[config.mk]
export PLATFORM = sky130hd
export DESIGN_NAME = conv_ps_param
export DESIGN_NICKNAME = d
export VERILOG_FILES = /design/src/rtl/conv_ps_param.sv
export SDC_FILE = /design/constraint.sdc
export NUM_CORES = 1
export LEC_CHECK = 0
export BUFFER_PORTS_ARGS = -buffer_cell sky130_fd_sc_hd__buf_2
export CORE_MARGIN = 5
export CORE_UTILIZATION = 45
export CTS_CLUSTER_SIZE = 8
export DETAILED_ROUTE_END_ITERATION = 10
export RECOVER_POWER = 25
export SETUP_SLACK_MARGIN = 0.4
export SLEW_MARGIN = 20
export SYNTH_ARGS = -nofsm -noshare
export SYNTH_HDL_FRONTEND = slang
export SYNTH_SLANG_ARGS = --single-unit
[constraint.sdc]
create_clock -name CLK -period 6.2 [get_ports CLK]
set_clock_uncertainty 0.15 [all_clocks]
set_input_delay 1.24 -clock CLK [delete_from_list [all_inputs] [get_ports CLK]]
set_output_delay 1.24 -clock CLK [all_outputs]
set_load 0.05 [all_outputs]
[src/rtl/conv_ps_param.sv]
// conv_ps_param: width-selectable parallel<->serial converter, MSB first, valid/ready on the parallel side.
// Build macro CONV_PARITY_EN appends/checks one even-parity bit per word.
module conv_ps_param #(
    parameter int DATA_W = 32,
    parameter int CNT_W  = $clog2(DATA_W+1)
) (
    input  logic              CLK,
    input  logic              RESET,
    input  logic              ENB,
    input  logic              MODO,
    input  logic [1:0]        PCLK,
    input  logic [DATA_W-1:0] in,
    input  logic              in_valid,
    output logic              in_ready,
    output logic              sout,
    output logic              sout_valid,
    input  logic              sin,
    input  logic              sin_valid,
    output logic [DATA_W-1:0] out,
    output logic              out_valid,
    output logic              parity_err
);
`ifdef CONV_PARITY_EN
    localparam int PAR = 1;
`else
    localparam int PAR = 0;
`endif
    localparam int SH_W = DATA_W + 1;

    typedef enum logic [1:0] {IDLE = 2'd0, TX = 2'd1, RX = 2'd2} state_t;

    state_t            r_state, w_state_nx;
    logic [CNT_W-1:0]  r_cnt, w_cnt_nx;
    logic [CNT_W-1:0]  r_width, w_width_nx;
    logic [SH_W-1:0]   r_tx_sh, w_tx_sh_nx;
    logic [DATA_W-1:0] r_rx_sh, w_rx_sh_nx;
    logic [DATA_W-1:0] r_out, w_out_nx;
    logic              r_out_valid, w_out_valid_nx;
    logic              r_par_err, w_par_err_nx;

    logic [CNT_W-1:0]  w_width_cur, w_total_cur, w_rx_cnt, w_rx_width;
    logic [SH_W-1:0]   w_in_m, w_tx_word, w_tx_load, w_rx_sh;
    logic [DATA_W-1:0] w_rx_word;
    logic              w_rx_perr, w_rx_done, w_tx_last, w_do_load, w_do_rx;

    function automatic logic [SH_W-1:0] low_mask(input logic [CNT_W-1:0] n);
        low_mask = (SH_W'(1) << n) - SH_W'(1);
    endfunction

    assign w_width_cur = CNT_W'(DATA_W) >> PCLK;
    assign w_total_cur = w_width_cur + CNT_W'(PAR);
    assign w_in_m      = SH_W'(in) & low_mask(w_width_cur);
`ifdef CONV_PARITY_EN
    assign w_tx_word   = (w_in_m << 1) | SH_W'(^w_in_m);
`else
    assign w_tx_word   = w_in_m;
`endif
    // Left-align the word so bit W-1 sits at the MSB that drives sout.
    assign w_tx_load   = w_tx_word << (CNT_W'(SH_W) - w_total_cur);
    assign w_tx_last   = (r_state == TX) && (r_cnt == CNT_W'(1));

    assign w_rx_cnt    = (r_state == IDLE) ? w_total_cur : r_cnt;
    assign w_rx_width  = (r_state == IDLE) ? w_width_cur : r_width;
    assign w_rx_sh     = {r_rx_sh, sin};
    assign w_rx_done   = (w_rx_cnt == CNT_W'(1));
    assign w_rx_word   = DATA_W'((w_rx_sh >> PAR) & low_mask(w_rx_width));
`ifdef CONV_PARITY_EN
    assign w_rx_perr   = ^(w_rx_sh & low_mask(w_rx_width + CNT_W'(1)));
`else
    assign w_rx_perr   = 1'b0;
`endif

    // Next-state and datapath update; word loads and bit captures share one path per direction.
    always_comb begin
        w_state_nx     = r_state;
        w_cnt_nx       = r_cnt;
        w_width_nx     = r_width;
        w_tx_sh_nx     = r_tx_sh;
        w_rx_sh_nx     = r_rx_sh;
        w_out_nx       = r_out;
        w_out_valid_nx = 1'b0;
        w_par_err_nx   = 1'b0;
        w_do_load      = 1'b0;
        w_do_rx        = 1'b0;
        case (r_state)
            IDLE: begin
                if (MODO && in_valid) begin
                    w_do_load = 1'b1;
                end else if (!MODO && sin_valid) begin
                    w_do_rx = 1'b1;
                end else begin
                    w_cnt_nx = {CNT_W{1'b0}};
                end
            end
            TX: begin
                if (w_tx_last && MODO && in_valid) begin
                    w_do_load = 1'b1;
                end else if (w_tx_last) begin
                    w_state_nx = IDLE;
                    w_cnt_nx   = {CNT_W{1'b0}};
                end else begin
                    w_tx_sh_nx = {r_tx_sh[SH_W-2:0], 1'b0};
                    w_cnt_nx   = r_cnt - CNT_W'(1);
                end
            end
            RX: begin
                if (sin_valid) begin
                    w_do_rx = 1'b1;
                end else if (MODO && (r_cnt == r_width + CNT_W'(PAR))) begin
                    // No bit of the next word has arrived yet, so a mode change can take effect.
                    w_state_nx = IDLE;
                    w_cnt_nx   = {CNT_W{1'b0}};
                end else begin
                    w_state_nx = RX;
                end
            end
            default: begin
                w_state_nx = IDLE;
                w_cnt_nx   = {CNT_W{1'b0}};
            end
        endcase
        if (w_do_load) begin
            w_state_nx = TX;
            w_tx_sh_nx = w_tx_load;
            w_cnt_nx   = w_total_cur;
            w_width_nx = w_width_cur;
        end else if (w_do_rx) begin
            w_rx_sh_nx = w_rx_sh[DATA_W-1:0];
            if (w_rx_done) begin
                w_out_nx       = w_rx_word;
                w_out_valid_nx = 1'b1;
                w_par_err_nx   = w_rx_perr;
                w_width_nx     = w_width_cur;
                w_state_nx     = MODO ? IDLE : RX;
                w_cnt_nx       = MODO ? {CNT_W{1'b0}} : w_total_cur;
            end else begin
                w_state_nx = RX;
                w_cnt_nx   = w_rx_cnt - CNT_W'(1);
                w_width_nx = w_rx_width;
            end
        end else begin
            w_rx_sh_nx = r_rx_sh;
        end
    end

    // State registers; ENB low freezes everything without clearing it.
    always_ff @(posedge CLK or posedge RESET) begin
        if (RESET) begin
            r_state     <= IDLE;
            r_cnt       <= {CNT_W{1'b0}};
            r_width     <= {CNT_W{1'b0}};
            r_tx_sh     <= {SH_W{1'b0}};
            r_rx_sh     <= {DATA_W{1'b0}};
            r_out       <= {DATA_W{1'b0}};
            r_out_valid <= 1'b0;
            r_par_err   <= 1'b0;
        end else if (ENB) begin
            r_state     <= w_state_nx;
            r_cnt       <= w_cnt_nx;
            r_width     <= w_width_nx;
            r_tx_sh     <= w_tx_sh_nx;
            r_rx_sh     <= w_rx_sh_nx;
            r_out       <= w_out_nx;
            r_out_valid <= w_out_valid_nx;
            r_par_err   <= w_par_err_nx;
        end
    end

    assign in_ready   = ENB & ~RESET & (((r_state == IDLE) & MODO) | w_tx_last);
    assign sout       = r_tx_sh[SH_W-1];
    assign sout_valid = ENB & (r_state == TX);
    assign out        = r_out;
    assign out_valid  = ENB & r_out_valid;
    assign parity_err = ENB & r_par_err;

endmodule

; ---- Word level (Yosys, flattened, before mapping)
; Cells that the tools add are included.
[classes]
n_eq_ne = 14
n_shift = 4
n_mux = 39
n_reduce_logical = 16
n_addsub = 5
bitwise = 10
[op_table]
columns = cell, n
row1 = 33-bit 2-to-1 mux, 4
row2 = 6-bit 2-to-1 mux, 15
row3 = 32-bit by 33-bit bitwise AND with 33-bit output, 1
row4 = 1-bit by 6-bit left shift with 33-bit output (first input constant), 1
row5 = 33-bit by 6-bit left shift with 33-bit output, 1
row6 = 33-bit by 2-bit subtractor with 33-bit output (second input constant), 1
row7 = 32-bit bitwise AND, 1
row8 = 1-bit by 6-bit left shift with 32-bit output (first input constant), 1
row9 = 32-bit by 2-bit subtractor with 32-bit output (second input constant), 1
row10 = 4-bit != test (second input constant), 6
row11 = 6-bit one-hot mux with 3 select lines, 1
row12 = 2-bit 2-to-1 mux, 8
row13 = 6-bit by 1-bit == test with 1-bit output (second input constant), 2
row14 = 6-bit by 1-bit subtractor with 6-bit output (second input constant), 2
row15 = 1-bit 2-to-1 mux, 8
row16 = 4-bit AND reduction, 2
row17 = 6-bit == test, 1
row18 = 1-bit logical AND, 6
row19 = 2-bit one-hot mux with 3 select lines, 1
row20 = 6-bit AND reduction, 1
row21 = 6-bit by 2-bit right shift with 6-bit output (first input constant), 1
row22 = 6-bit subtractor (first input constant), 1
row23 = 1-bit bitwise AND, 5
row24 = 5-bit AND reduction, 1
row25 = other kinds (13), 16
[totals]
inputBits = 41
word_cells = 95
output_inout_bits = 37
reg_bits = 111

; ---- Depth between registers and ports, before layout
[logic_depth]
ltp_word = 8
depth_mapped = 13
depth_no_buf = 10

; ---- Worst setup path after synthesis
; OpenSTA, ideal clock, no wires.
[synth_path]
kind = input -> output
startpoint = input port ENB
endpoint = output port in_ready
slack_ns = 1.610
required_time_ns = 4.810
cell_stages = 3
path_buffers = 1
t_arrival_ns = 3.200
cell_sequence = buf_1 inv_1 nor4_1
[synth_via]
elab_chain_len = 2
[synth_lines]
columns = element, line
row1 = from (decl), 9  ; input logic ENB,
row2 = 1-bit bitwise AND (2 in a row), 169  ; assign in_ready = ENB & ~RESET & (((r_state == IDLE) & MODO) | w_tx_last);
row3 = to (decl), 14  ; output logic in_ready,
; No other way between the ends.

; ---- Final worst setup path
[layout_path]
startpoint = input port PCLK[1]
endpoint = register r_tx_sh[32]
[layout_via]
elab_chain_len = 6
elab_cells_between_ends = 7
cone_classes = add/sub (2) / shift (3) / mux (1) / bitwise (1)
[layout_lines]
columns = element, line
row1 = from (decl), 11  ; input logic [1:0] PCLK,
row2 = 6-bit by 2-bit right shift with 6-bit output (*), 50  ; assign w_width_cur = CNT_W'(DATA_W) >> PCLK;
row3 = 1-bit by 6-bit left shift with 33-bit output, 47  ; low_mask = (SH_W'(1) << n) - SH_W'(1);
row4 = 33-bit by 2-bit subtractor with 33-bit output, 47
row5 = 32-bit by 33-bit bitwise AND with 33-bit output, 52  ; assign w_in_m = SH_W'(in) & low_mask(w_width_cur);
row6 = 33-bit by 6-bit left shift with 33-bit output (*), 59  ; assign w_tx_load = w_tx_word << (CNT_W'(SH_W) - w_total_cur);
row7 = 33-bit 2-to-1 mux (*), 122  ; if (w_do_load) begin
row8 = to (signal assigned), 152  ; r_tx_sh <= {SH_W{1'b0}};
row9 = to (signal assigned), 161  ; r_tx_sh <= w_tx_sh_nx;
row10 = to (decl), 35  ; logic [SH_W-1:0] r_tx_sh, w_tx_sh_nx;
; Every way passes the cells marked *; elsewhere a longest branch is shown, timed or not.
; A chain may end at the register's enable or synchronous reset.

==> flow_summary_export.csv <==
group,metric,value,unit
drt,antenna_left,0,
synthesis,yosys.area.top_type,"dfrtp_1",
layout,finalNetCount,816,
drt,wl_met2,7761,µm
critical_path,worst_ep_arrival_time,3.76,ns
timing,max_freq,271.2,MHz
pwr,power.leakage,3.259,nW
die,core,0.01459,mm²
cts,post-cts-setup-buffers,0,
drt,m1WireLength,8620,µm
timing,setup_violations_final,0,
drt,detail_route.drc_violations,0,
die,initial_utilization,45.96,%
cts,cts_buffers,9,
layout,antenna_cells_inserted,0,
layout,seq_area,0.002753,mm²
critical_path,critical_path.max_fanout,27,
grt,antenna_found_initial,0,
cts,insertion_delay,0.36,ns
pwr,power.ir.vdd_worst,167.8,µV
synthesis,avgSynthCellArea,9.098,µm²
synthesis,synth.top_cells.by_area,"dfrtp_1 41%, nand2_1 6.2%, mux2_2 5.0%",
synthesis,unique_masters_post_synth,80,
placement,place.detailed.hpwl,12600,µm
drt,route.detailed.vias_per_inst,5.873,
cts,cts_sinks,110,
grt,grt_start_max_net_pins,72,
timing,worstMarginPinSlew,3.281,ns
layout,layout.cells.most_common_list,"110 x nand2_1, 110 x dfrtp_1, 75 x buf_2",
critical_path,ff2ff_setup_slack,2.89,ns
critical_path,worst_setup_path_category,"primary input to flip-flop",
timing,fin_crit,3.688,ns
synthesis,synth-seq-cells,110,
placement,finalWeightedCongestion,0.9000,
timing,timing.final.hold_violations,0,
layout,drive_above_1_share,20.23,%
die,chipWidth,132.1,µm
status,outcome,"finished with violations",
layout,multi_input_gate_area,0.003533,mm²
synthesis,synth_flop_cell,"dfrtp_1",
synthesis,synth_cells,737,
drt,routed-via-count,5609,
synthesis,syn_nets,786,
synthesis,synth_top_cell_area_share,41.05,%
pwr,total_power,3.027,mW
synthesis,warnings_from_yosys,0,
die,placementRows,44,
synthesis,synth-async-reset-ratio,100.0,%
synthesis,post_synth_edffs,0,
critical_path,critical_path_source_type,"primary input",
cts,postCtsHoldBufs,0,
placement,port_buffers,76,
die,design.portCount,78,
status,failed_checks,"capacitance limit, slew limit",
layout,area.growth.synth_to_final,8.789,%
timing,setup_slack,2.512,ns
timing,slew_headroom,-119.9,%
die,overall_die_height,132.1,µm
critical_path,cp.required,6.27,ns
grt,grt_first_pass_wirelength,29190,µm
cts,htree_num_levels,3,
timing,timing.final.max_slew_violations,72,
drt,dr_wl_met3,1219,µm
placement,dpl-instance-area,0.007030,mm²
grt,global_route.usage.total,20.38,%
drt,routed_wl,17820,µm
die,die_area,0.01744,mm²
placement,dp_slack,2.169,ns
pwr,cellPowerDensity,415.0,mW/mm²
cts,clk_path_buf_depth,2,
grt,first_global_vias,5478,
cts,clk_transition_reported_paths,0.07,ns
drt,top_layer_used,"met4",
flow_run,maxCapViolations,1,
drt,detail_route.wl_per_cell,18.66,µm
cts,root_buffer,"clkbuf_16",
min_path,hold_class,"flip-flop to flip-flop",
critical_path,end_kind,"flip-flop",
drt,detailedRoute.firstPassIterationCount,5,
timing,worst_case_hold_slack,0.3201,ns
timing,post-route-period-util,59.48,%
timing,finalSetupTns,0,ns
synthesis,syn-cell-area,0.006705,mm²
grt,gr-total-overflow,0,
layout,nFillCells,1421,
synthesis,synth_sequential_area_ratio,41.05,%
cts,quantity_of_gates_resized_following_cts,0,
timing,grt_setup_unrepaired,"false",
layout,stdcell_area,0.007295,mm²
drt,dr.first_iter.drc_count,448,
cts,tritoncts_clock_tree,"built",
## logic make-up after synthesis
| family | after synthesis | share of synthesized area, % |
|---|---|---|
| simple gates | 247 | 18.34 |
| xor+xnor | 24 | 3.135 |
| other cells | 1 | 0.05593 |
| fa+ha+maj | 8 | 1.493 |
| flops | 110 | 41.05 |
| compound gates | 209 | 20.36 |
| buf+inv | 85 | 6.531 |
| mux | 53 | 9.031 |
## final cells by class
class / instances / area share [%]
multi-input cells: 542 / 48.44
flip-flops and latches: 110 / 37.74
clock buffers: 11 / 3.190
well taps: 184 / 3.156
repair buffers: 83 / 5.918
clock inverters: 4 / 0.4631
inverters: 21 / 1.098
## sequential cells by signal, summed over array words and instances, names as in the netlist
signal / flops
out: 32
r_rx_sh: 31
r_tx_sh: 32
r_out_valid: 1
r_cnt: 6
r_state: 2
r_width: 6
## cell usage after synthesis, types with 4 or more instances
cell type,n
o21ai_0,64
a21o_1,5
xnor2_1,10
nor4_1,4
clkbuf_1,19
dfrtp_1,110
xor2_1,14
nand4_1,4
ha_1,8
nor2_1,28
a31oi_1,8
mux2_2,30
a22oi_1,7
and3_1,12
o31ai_1,5
o21ai_1,16
a22o_1,6
o22ai_1,9
a2bb2oi_1,4
nand2_1,110
nand3b_1,6
inv_1,20
buf_6,6
nand2b_1,6
a221oi_1,4
o211ai_1,11
nor2b_1,7
a211oi_1,14
and2_1,10
nand3_1,17
nor3_1,22
buf_4,7
a21oi_1,27
buf_2,27
mux2i_1,20
## worst paths after layout
path,start,to,cells past startpoint
min reg2reg,out[1],out[1],2
min,out[1],out[1],2
max in group asynchronous,RESET,r_tx_sh[10],3
min in group asynchronous,RESET,out[30],2
max reg2reg,r_state[1],out[30],10
max,PCLK[1],r_tx_sh[32],8
## worst max-delay path, stage by stage
cell and delay (ns):
buf_2 0.44, nand2b_1 0.23, ha_1 0.69, buf_4 0.37
inv_1 0.11, mux4_2 0.31, a221oi_1 0.26, o21ai_1 0.08
## metrics by stage
stage                     utilization, %  cells
final                              50.00    955
after global routing               50.00    955
after CTS                          50.02    955
after detailed placement           48.19    940
after global placement             48.19    940
after floorplan                        -    737
## where the power goes
group	total, mW	switching, mW	internal, mW
registers	1.18	0.245	0.933
logic	1.30	0.803	0.500
clock network	0.546	0.272	0.274
total	3.03	1.32	1.71
## routing by layer
metal,GRT usage [%],vias up
met5,0,-
met4,5.771,0
met2,29.84,194
met3,4.962,16
li1,-,2700
met1,30.03,2699
Power figures use the tool's default switching activity.
